**config.mk**
```make
export PLATFORM = sky130hd
export DESIGN_NAME = interrupt_controller
export DESIGN_NICKNAME = d
export VERILOG_FILES = /design/src/rtl/interrupt_controller.sv
export SDC_FILE = /design/constraint.sdc
export NUM_CORES = 1
export LEC_CHECK = 0
export CAP_MARGIN = 20
export CORE_UTILIZATION = 40
export DETAILED_ROUTE_END_ITERATION = 7
export DONT_BUFFER_PORTS = 1
export SYNTH_ARGS = -nofsm -noshare
export SYNTH_HDL_FRONTEND = slang
export SYNTH_SLANG_ARGS = --single-unit
```
**constraint.sdc**
```tcl
create_clock -name clk -period 3.6 [get_ports clk]
set_input_delay 0.9 -clock clk [delete_from_list [all_inputs] [get_ports clk]]
set_output_delay 0.9 -clock clk [all_outputs]
set_load 0.005 [all_outputs]
```
**src/rtl/interrupt_controller.sv**
```systemverilog
// rtl/interrupt_controller.sv - fixed-priority interrupt controller with CPU ack/done handshake
module interrupt_controller #(
   parameter int NUM_SRC = 4,
   parameter int VEC_W   = 2
) (
   input  logic               clk,
   input  logic               rst_n,
   input  logic [NUM_SRC-1:0] int_request,
   input  logic [NUM_SRC-1:0] int_enable,
   input  logic               cpu_ack,
   input  logic               cpu_done,
   output logic               cpu_irq,
   output logic [VEC_W-1:0]   int_vector,
   output logic [NUM_SRC-1:0] int_handled,
   output logic               busy,
   output logic [7:0]         irq_count
);

   typedef enum logic [1:0] {S_IDLE, S_REQUEST, S_SERVICE, S_CLEAR} state_t;

   state_t             r_state;
   logic [NUM_SRC-1:0] r_req_meta;
   logic [NUM_SRC-1:0] r_req_s;
   logic               r_irq;
   logic [VEC_W-1:0]   r_vec;
   logic [NUM_SRC-1:0] r_handled;
   logic [7:0]         r_count;

   logic [NUM_SRC-1:0] w_elig;
   logic [VEC_W-1:0]   w_win;

   always_ff @(posedge clk or negedge rst_n) begin
      if (!rst_n) begin
         r_req_meta <= '0;
         r_req_s    <= '0;
      end else begin
         r_req_meta <= int_request;
         r_req_s    <= r_req_meta;
      end
   end

   assign w_elig = r_req_s & int_enable;

   // Scan from the top down so the lowest set index is the last writer and wins.
   always_comb begin
      w_win = '0;
      for (int i = NUM_SRC - 1; i >= 0; i--) begin
         if (w_elig[i]) w_win = VEC_W'(i);
      end
   end

   always_ff @(posedge clk or negedge rst_n) begin
      if (!rst_n) begin
         r_state   <= S_IDLE;
         r_irq     <= 1'b0;
         r_vec     <= '0;
         r_handled <= '0;
         r_count   <= '0;
      end else begin
         case (r_state)
            S_IDLE: begin
               if (|w_elig) begin
                  r_state <= S_REQUEST;
                  r_vec   <= w_win;
                  r_irq   <= 1'b1;
               end
            end
            S_REQUEST: begin
               if (cpu_ack) begin
                  r_state <= S_SERVICE;
                  r_irq   <= 1'b0;
               end
            end
            S_SERVICE: begin
               if (cpu_done) begin
                  r_state   <= S_CLEAR;
                  r_handled <= NUM_SRC'(1) << r_vec;
               end
            end
            S_CLEAR: begin
               // Hold the acknowledge until the handler has withdrawn its request.
               if (!r_req_s[r_vec]) begin
                  r_state   <= S_IDLE;
                  r_handled <= '0;
                  r_count   <= r_count + 8'd1;
               end
            end
            default: r_state <= S_IDLE;
         endcase
      end
   end

   assign cpu_irq     = r_irq;
   assign int_vector  = r_vec;
   assign int_handled = r_handled;
   assign busy        = (r_state != S_IDLE);
   assign irq_count   = r_count;

endmodule

```
* Yosys cells after proc, flatten, opt, wreduce, memory -nomap -nowiden
Index checks and enable logic that the tools add are counted.
** Word-level totals
- Register bits :: 25
- Word-level logic and storage cells :: 46
** Operators by class
- Add/subtract/negate cells :: 1
- Magnitude comparators :: 1
- Equal/unequal tests :: 7
- Shift operators :: 1
- Muxes and demuxes :: 17
- Bitwise logic cells :: 2
- Reduce and logical (&&, ||, !) cells :: 10
** Operator list (count)
- $mux 2 :: 8
- $add 8x1->8 const B :: 1
- $mux 4 :: 2
- $ne 2x2->1 const B :: 4
- $pmux 2 s4 :: 1
- $pmux 4 s2 :: 1
- $reduce_and 3->1 :: 2
- $reduce_bool 2->1 :: 3
- $and 4x4->4 :: 1
- $eq 2x2->1 const B :: 2
- $reduce_and 2->1 :: 2
- $reduce_and 4->1 :: 1
- $reduce_or 4->1 :: 1
- $shl 1x2->4 const A :: 1
- $lt 2x3->1 const B :: 1
- $mux 1 :: 3
- $bmux 1 s2 :: 1
- $eq 2x1->1 const B :: 1
- $logic_not 2->1 :: 1
- $pmux 1 s2 :: 1
- $not 1->1 :: 1

* Depth between registers and ports, before layout
Gate-level depths: netlist (run 1).
- Word-level depth :: 5
- Mapped depth :: 6
- Gate-level depth less buffers :: 6

* Worst setup path after synthesis (run 1)
No wires, ideal clock.
- Kind :: input-to-reg
- From :: input int_enable[3]
- To :: register r_state[1]
- Arrival :: 1814 ps
- Required time :: 3475 ps
- Path slack :: 1662 ps
- Cell stages on the path :: 4
- Path buffers :: 0
- Path through :: a22oi_1 > nand2_1 > o221ai_1 > mux2_2
** Between the ends
- Longest elaborated chain between the ends :: 4
** Ends and longest elaborated chain
- start, declared :: RTL line 9 : input logic [NUM_SRC-1:0] int_enable,
- $and 4x4->4 :: RTL line 42 : assign w_elig = r_req_s & int_enable;
- $reduce_or 4->1 :: RTL line 62 : if (|w_elig) begin
- $ne 2x2->1 (no line)
- $reduce_and 4->1 (no line)
- end signal, assigned :: RTL line 54 : r_state <= S_IDLE;
- end signal, assigned :: RTL line 63 : r_state <= S_REQUEST;
- end signal, assigned :: RTL line 70 : r_state <= S_SERVICE;
- end, declared :: RTL line 21 : state_t r_state;
No other way between the ends.
A chain may end at the register's enable or synchronous reset.

* Worst setup path after layout (run 1)
- From :: register r_state[0]
- To :: output busy
** Between the ends
- Longest elaborated chain between the ends :: 1
** Ends and longest elaborated chain
- $reduce_bool 2->1 :: RTL line 96 : assign busy = (r_state != S_IDLE);
- end, declared :: RTL line 15 : output logic busy,
No other way between the ends.

==> results.cfg, run 1 <==
[run_status]
outcome = complete, no violations

[floorplanning]
start_util = 0.4347
dieArea_sq_um = 3005
core_sq_um = 2567
die_h_um = 54.82
row_count = 18
die_w_um = 54.82
io_pins = 28

[layout]
syn2layout_area_growth_pct = 5.381
utilization = 0.4581
fillCellCount = 254
nets = 109
n_antenna_cell = 0
drive_above_1_share = 0.1758
layout_commonest_cell = dfrtp_1
layout_common_cells = dfrtp_1, nand2_1, inv_1, mux2_2, ha_1
final_cells = 121

[drt]
first_pass_iters = 4
drt_iter0_drc = 13
wirelength_um = 1909
dr_total_vias = 653
postRouteAntennaNets = 0
routedWlPerCell_um = 15.78
vias_per_cell = 5.397
remaining_drc_errors = 0

[sta]
setup_violations = 0
period_share = 0.5850
slew_headroom = 0.7557
min_period_ps = 2106
fin_skew_ps = 2.616
tns_ps = 0
drv_slew = 0
fmax_mhz = 474.8
hold_viol = 0
worst_pin_slew_ps = 366.4
rsz0062_at_grt = no

[synthesis]
synth_area_sq_um = 1116
syn_nets = 105
ys_ff_latch = 25
synth_cell_types = 29
syn_avg_cell_area_sq_um = 12.68
synth_cells = 88
ys_warn_count = 0
seq_area_frac_synth = 0.5605

[critical_path]
crit_path_frequent_cell = inv_1
path_class = reg -> out
crit_path_cell_trace = inv_1 > ha_1 > inv_1
worstReg2RegStart = int_vector[1]
r2r_setup_slack_ps = 1670
reg2reg_depth = 3
crit_buf_inv = 2
path_delay_family = flip-flops
crit_path_end_kind = output pin
cp_max_fo = 5
cp-start-kind = flip-flop
critPathLaunch = r_state[0]
r2r_end = int_handled[2]
cp.arrival_ps = 1210
max_stage_delay_ps = 400
slowest_stage = dfrtp_1
worstPathRequired_ps = 2700

[clock_network]
htreeDepth = 1
clkTransAtPathRegs_ps = 130
clk_latency_ps = 320
clkSinkCount = 25
root_buffer = clkbuf_4
cts_setup_buffers = 0
cts_hold_buf = 0
numCtsBuffers = 3
clockBufferDepth = 2
cts_tree = done
cts_resized = 0

[power]
p_leak_nw = 0.5430
powerDensity_nw_per_um2 = 742.2
vdd_drop_max_v = 0.0003492

[placement]
dp.cells = 117
portBuffers = 0
place_congestion = 0.9055
hpwl_um = 1430

[grt]
grt-ovfl-total = 0
grt_start_max_net_pins = 26
grt_pass1_vias = 649
grt_pass1_wl_um = 3084
grt_usage = 0.1523
antenna_found_initial = 0

[min_path]
min_path_type = in -> async

[run]
maxCapViolCount = 0
==> sequential cells by signal (all words and copies together), names as in the netlist <==
| name | flops |
|---|---|
| int_vector | 2 |
| int_handled | 4 |
| irq_count | 8 |
| r_req_s | 4 |
| cpu_irq | 1 |
| r_req_meta | 4 |
| r_state | 2 |
==> through the flow <==
stage	worst slack [ps]	area [sq um]	hold slack, ps	total power, mW
after detailed placement	1515	1146	336.2	0.7549
after floorplan	1662	1116	331.2	0.6926
after global routing	1384	1176	220.6	0.9507
final	1494	1176	251.7	0.8730
after global placement	1608	1146	332.6	0.7489
after CTS	1482	1176	238.2	0.8830
==> kinds of logic (layout without fill, tap and decap cells) <==
kind of cell | Yosys count | count (layout) | synth area share
AOI/OAI and AO/OA | 10 | 10 | 0.06389
DFF | 25 | 25 | 0.5605
adders and majority gates | 5 | 5 | 0.05605
xor gates and xnor gates | 7 | 7 | 0.06166
buffers and inverters | 6 | 9 | 0.02355
muxes | 9 | 9 | 0.09753
and+or+nand+nor | 26 | 26 | 0.1368
==> power breakdown <==
part | internal [mW] | switching, mW
Sequential | 0.356 | 0.0926
Combinational | 0.156 | 0.142
Clock | 0.0425 | 0.0835
==> synth_stat cells (all sizes together) <==
cell	count	area share
nand2b	2	0.018
a22oi	2	0.013
xor2	2	0.016
or3	1	0.010
o41ai	1	0.0078
nor2	2	0.0067
ha	5	0.056
buf	1	0.0067
nor3b	2	0.013
mux2	5	0.050
o221ai	1	0.0078
o21ai	1	0.0045
dfrtp	25	0.56
nor3	2	0.0090
xnor2	5	0.046
nor2b	1	0.0056
a21oi	3	0.013
mux4	1	0.020
nand4	4	0.022
nand3	1	0.0045
and2b	1	0.0078
mux2i	3	0.027
a32oi	1	0.0078
o22a	1	0.0090
nand2	9	0.030
and3b	1	0.0090
inv	5	0.017
==> worst register-to-register path, stage by stage (launching register included) <==
cell and delay (ps):
dfrtp_1 510, mux4_2 590, a21oi_1 350, mux2_2 380
==> metal layers <==
layer,share of wire,wire length (um),track usage,up-vias
met5,0,0,0,-
met4,0.0052,10,0.03846,0
met3,0.053,101,0.05278,2
met2,0.48,909,0.2349,19
met1,0.47,888,0.2021,317
li1,-,-,-,315
==> how the worst max path moves through the flow <==
stage            endpoint  slack (ps)  cells past startpoint
6_report             busy        1490                      3
5_1_grt              busy        1380                      3
4_1_cts              busy        1480                      3
3_5_place_dp   r_state[1]        1510                      4
3_3_place_gp   r_state[1]        1610                      4
2_1_floorplan  r_state[1]        1660                      4
==> cell type report <==
cell class | count | area (sq um) | area share
inverters | 5 | 18.77 | 0.01596
well taps | 30 | 37.54 | 0.03191
flip-flops and latches | 25 | 625.6 | 0.5319
clock buffers | 3 | 22.52 | 0.01915
multi-input cells | 57 | 464.2 | 0.3947
clock inverters | 1 | 7.507 | 0.006383
Power figures use the tool's default switching activity.
==> run 2, diff against run 1 <==
Clock period 3.6 ns to 1.8 ns, I/O delays scaled along.
==> run 2 against run 1 <==
Compared with the run above: sequential cell count unchanged; final cell count increased by 4.1%; non-clock buffer count increased by 5; first-iteration DRC count decreased by 38%; sequential share of layout area decreased by 2.7 points; via count increased by 1.7%; global-route usage decreased by 1.6 points; critical path depth increased by 1; register-to-register slack got worse by 1600 ps; clock skew increased by 3.2 ps; combinational power increased by 140%; critical endpoint is now r_state[1]; largest cell class unchanged; largest power group unchanged.
==> results.cfg, run 2 (synthesized netlist as in run 1, its figures left out) <==
[critical_path]
max_stage_delay_ps = 560
crit_path_cell_trace = mux4_2 > a21oi_1 > o221ai_2 > mux2_2
worstReg2RegStart = int_vector[1]
worstPathRequired_ps = 2020
critPathLaunch = int_vector[1]
crit_buf_inv = 0
path_class = reg -> reg
crit_path_end_kind = flip-flop
path_delay_family = multiplexers
cp_max_fo = 4
cp-start-kind = flip-flop
slowest_stage = mux4_2
cp.arrival_ps = 1960

[drt]
routedWlPerCell_um = 14.75
postRouteAntennaNets = 0
drt_iter0_drc = 8
remaining_drc_errors = 0
wirelength_um = 1858
first_pass_iters = 4
dr_total_vias = 664
vias_per_cell = 5.270

[sta]
setup_slack_ps = 57.83
fin_skew_ps = 5.798
slew_headroom = 0.8136
period_share = 0.9679
min_period_ps = 1742
fmax_mhz = 574.0
drv_slew = 0
worst_pin_slew_ps = 276.0
setup_violations = 0
hold_viol = 0

[placement]
portBuffers = 0
place_congestion = 0.8200
placed_cell_area_sq_um = 1161
hpwl_um = 1407
place_ws_ps = 16.37

[clock_network]
numCtsBuffers = 3
htreeDepth = 1
clockBufferDepth = 2
root_buffer = clkbuf_4
clkTransAtPathRegs_ps = 130
clkSinkCount = 25
cts_tree = done
clk_latency_ps = 310

[floorplanning]
io_pins = 28
start_util = 0.4347
core_sq_um = 2567
die_h_um = 54.82
dieArea_sq_um = 3005
row_count = 18
die_w_um = 54.82

[layout]
syn2layout_area_growth_pct = 10.99
nets = 114
multi_input_area_sq_um = 474.2
drive_above_1_share = 0.2292
layout_commonest_cell = dfrtp_1
fillCellCount = 244
final_area_sq_um = 1239
register_area_sq_um = 625.6
n_antenna_cell = 0
layout_common_cells = dfrtp_1, nand2_1, inv_1, mux2_2, ha_1
largest_reg_flops = 8

[min_path]
min_path_type = in -> reg
holdCritStartpoint = int_request[1]

[grt]
grt_start_max_net_pins = 26
grt_pass1_vias = 620
antenna_found_initial = 0
grt_usage = 0.1363
grt_pass1_wl_um = 2780
grt-ovfl-total = 0

[power]
powerDensity_nw_per_um2 = 1480
p_leak_nw = 0.5714
vdd_drop_max_v = 0.0008239

[run_status]
outcome = complete, no violations

[run]
maxCapViolCount = 0
run 2: final timing paths:
| path | slack (ps) | depth (start not counted) | endpoint |
|---|---|---|---|
| min reg2reg | 360 | 0 | r_req_s[3] |
| max reg2reg | 60 | 4 | r_state[1] |
| min in group asynchronous | 530 | 2 | int_handled[0] |
| min | 150 | 0 | r_req_meta[1] |
| max | 60 | 4 | r_state[1] |
| max in group asynchronous | 1120 | 2 | irq_count[1] |
run 2: timing repair:
item / in CTS / in global routing
endpoints found under the hold margin: 25 / 0
hold buffers: 2 / 0
buffers inserted: 0 / 1
setup endpoints to repair: 0 / 5
resized for setup: 0 / 2
run 2: worst reg2reg max path, delay by kind of cell, from the launching register on:
family          cells  cell delay [ps]
flops               1              390
mux                 2              850
compound gates      2              410
run 2: area by class of cell:
cell class                 count  share of cell area
sequential                    25              0.5050
multi-input combinational     57              0.3828
timing repair buffer           5             0.04242
tap                           30             0.03030
clock buffer                   3             0.01818
inverter                       5             0.01515
clock inverter                 1            0.006061
run 2: power breakdown:
| group | internal [mW] | switching [mW] | leakage [nW] |
|---|---|---|---|
| Combinational | 0.367 | 0.340 | 0.247 |
| Sequential | 0.712 | 0.168 | 0.311 |
| Clock | 0.0846 | 0.161 | 0.0139 |
run 2: metrics by stage:
stage / TNS, ps / utilization / std cells / total power, mW / hold WS (ps)
2_1_floorplan: 0 / - / 88 / 1.385 / 154.4
6_report: 0 / 0.4825 / 126 / 1.834 / 153.2
3_5_place_dp: 0 / 0.4522 / 119 / 1.554 / 155.2
4_1_cts: 0 / 0.4756 / 125 / 1.824 / 133.0
5_1_grt: -40.86 / 0.4825 / 126 / 1.976 / 111.1
3_3_place_gp: 0 / 0.4522 / 119 / 1.524 / 155.1
run 2: metal layers:
layer  wire (um)  vias up  share of wire  GRT usage
met5           0        -              0          0
met4          15        0         0.0081    0.02564
met3         148        2          0.080    0.07778
met2         850       17           0.46     0.1968
met1         843      320           0.45     0.1775
li1            -      325              -          -
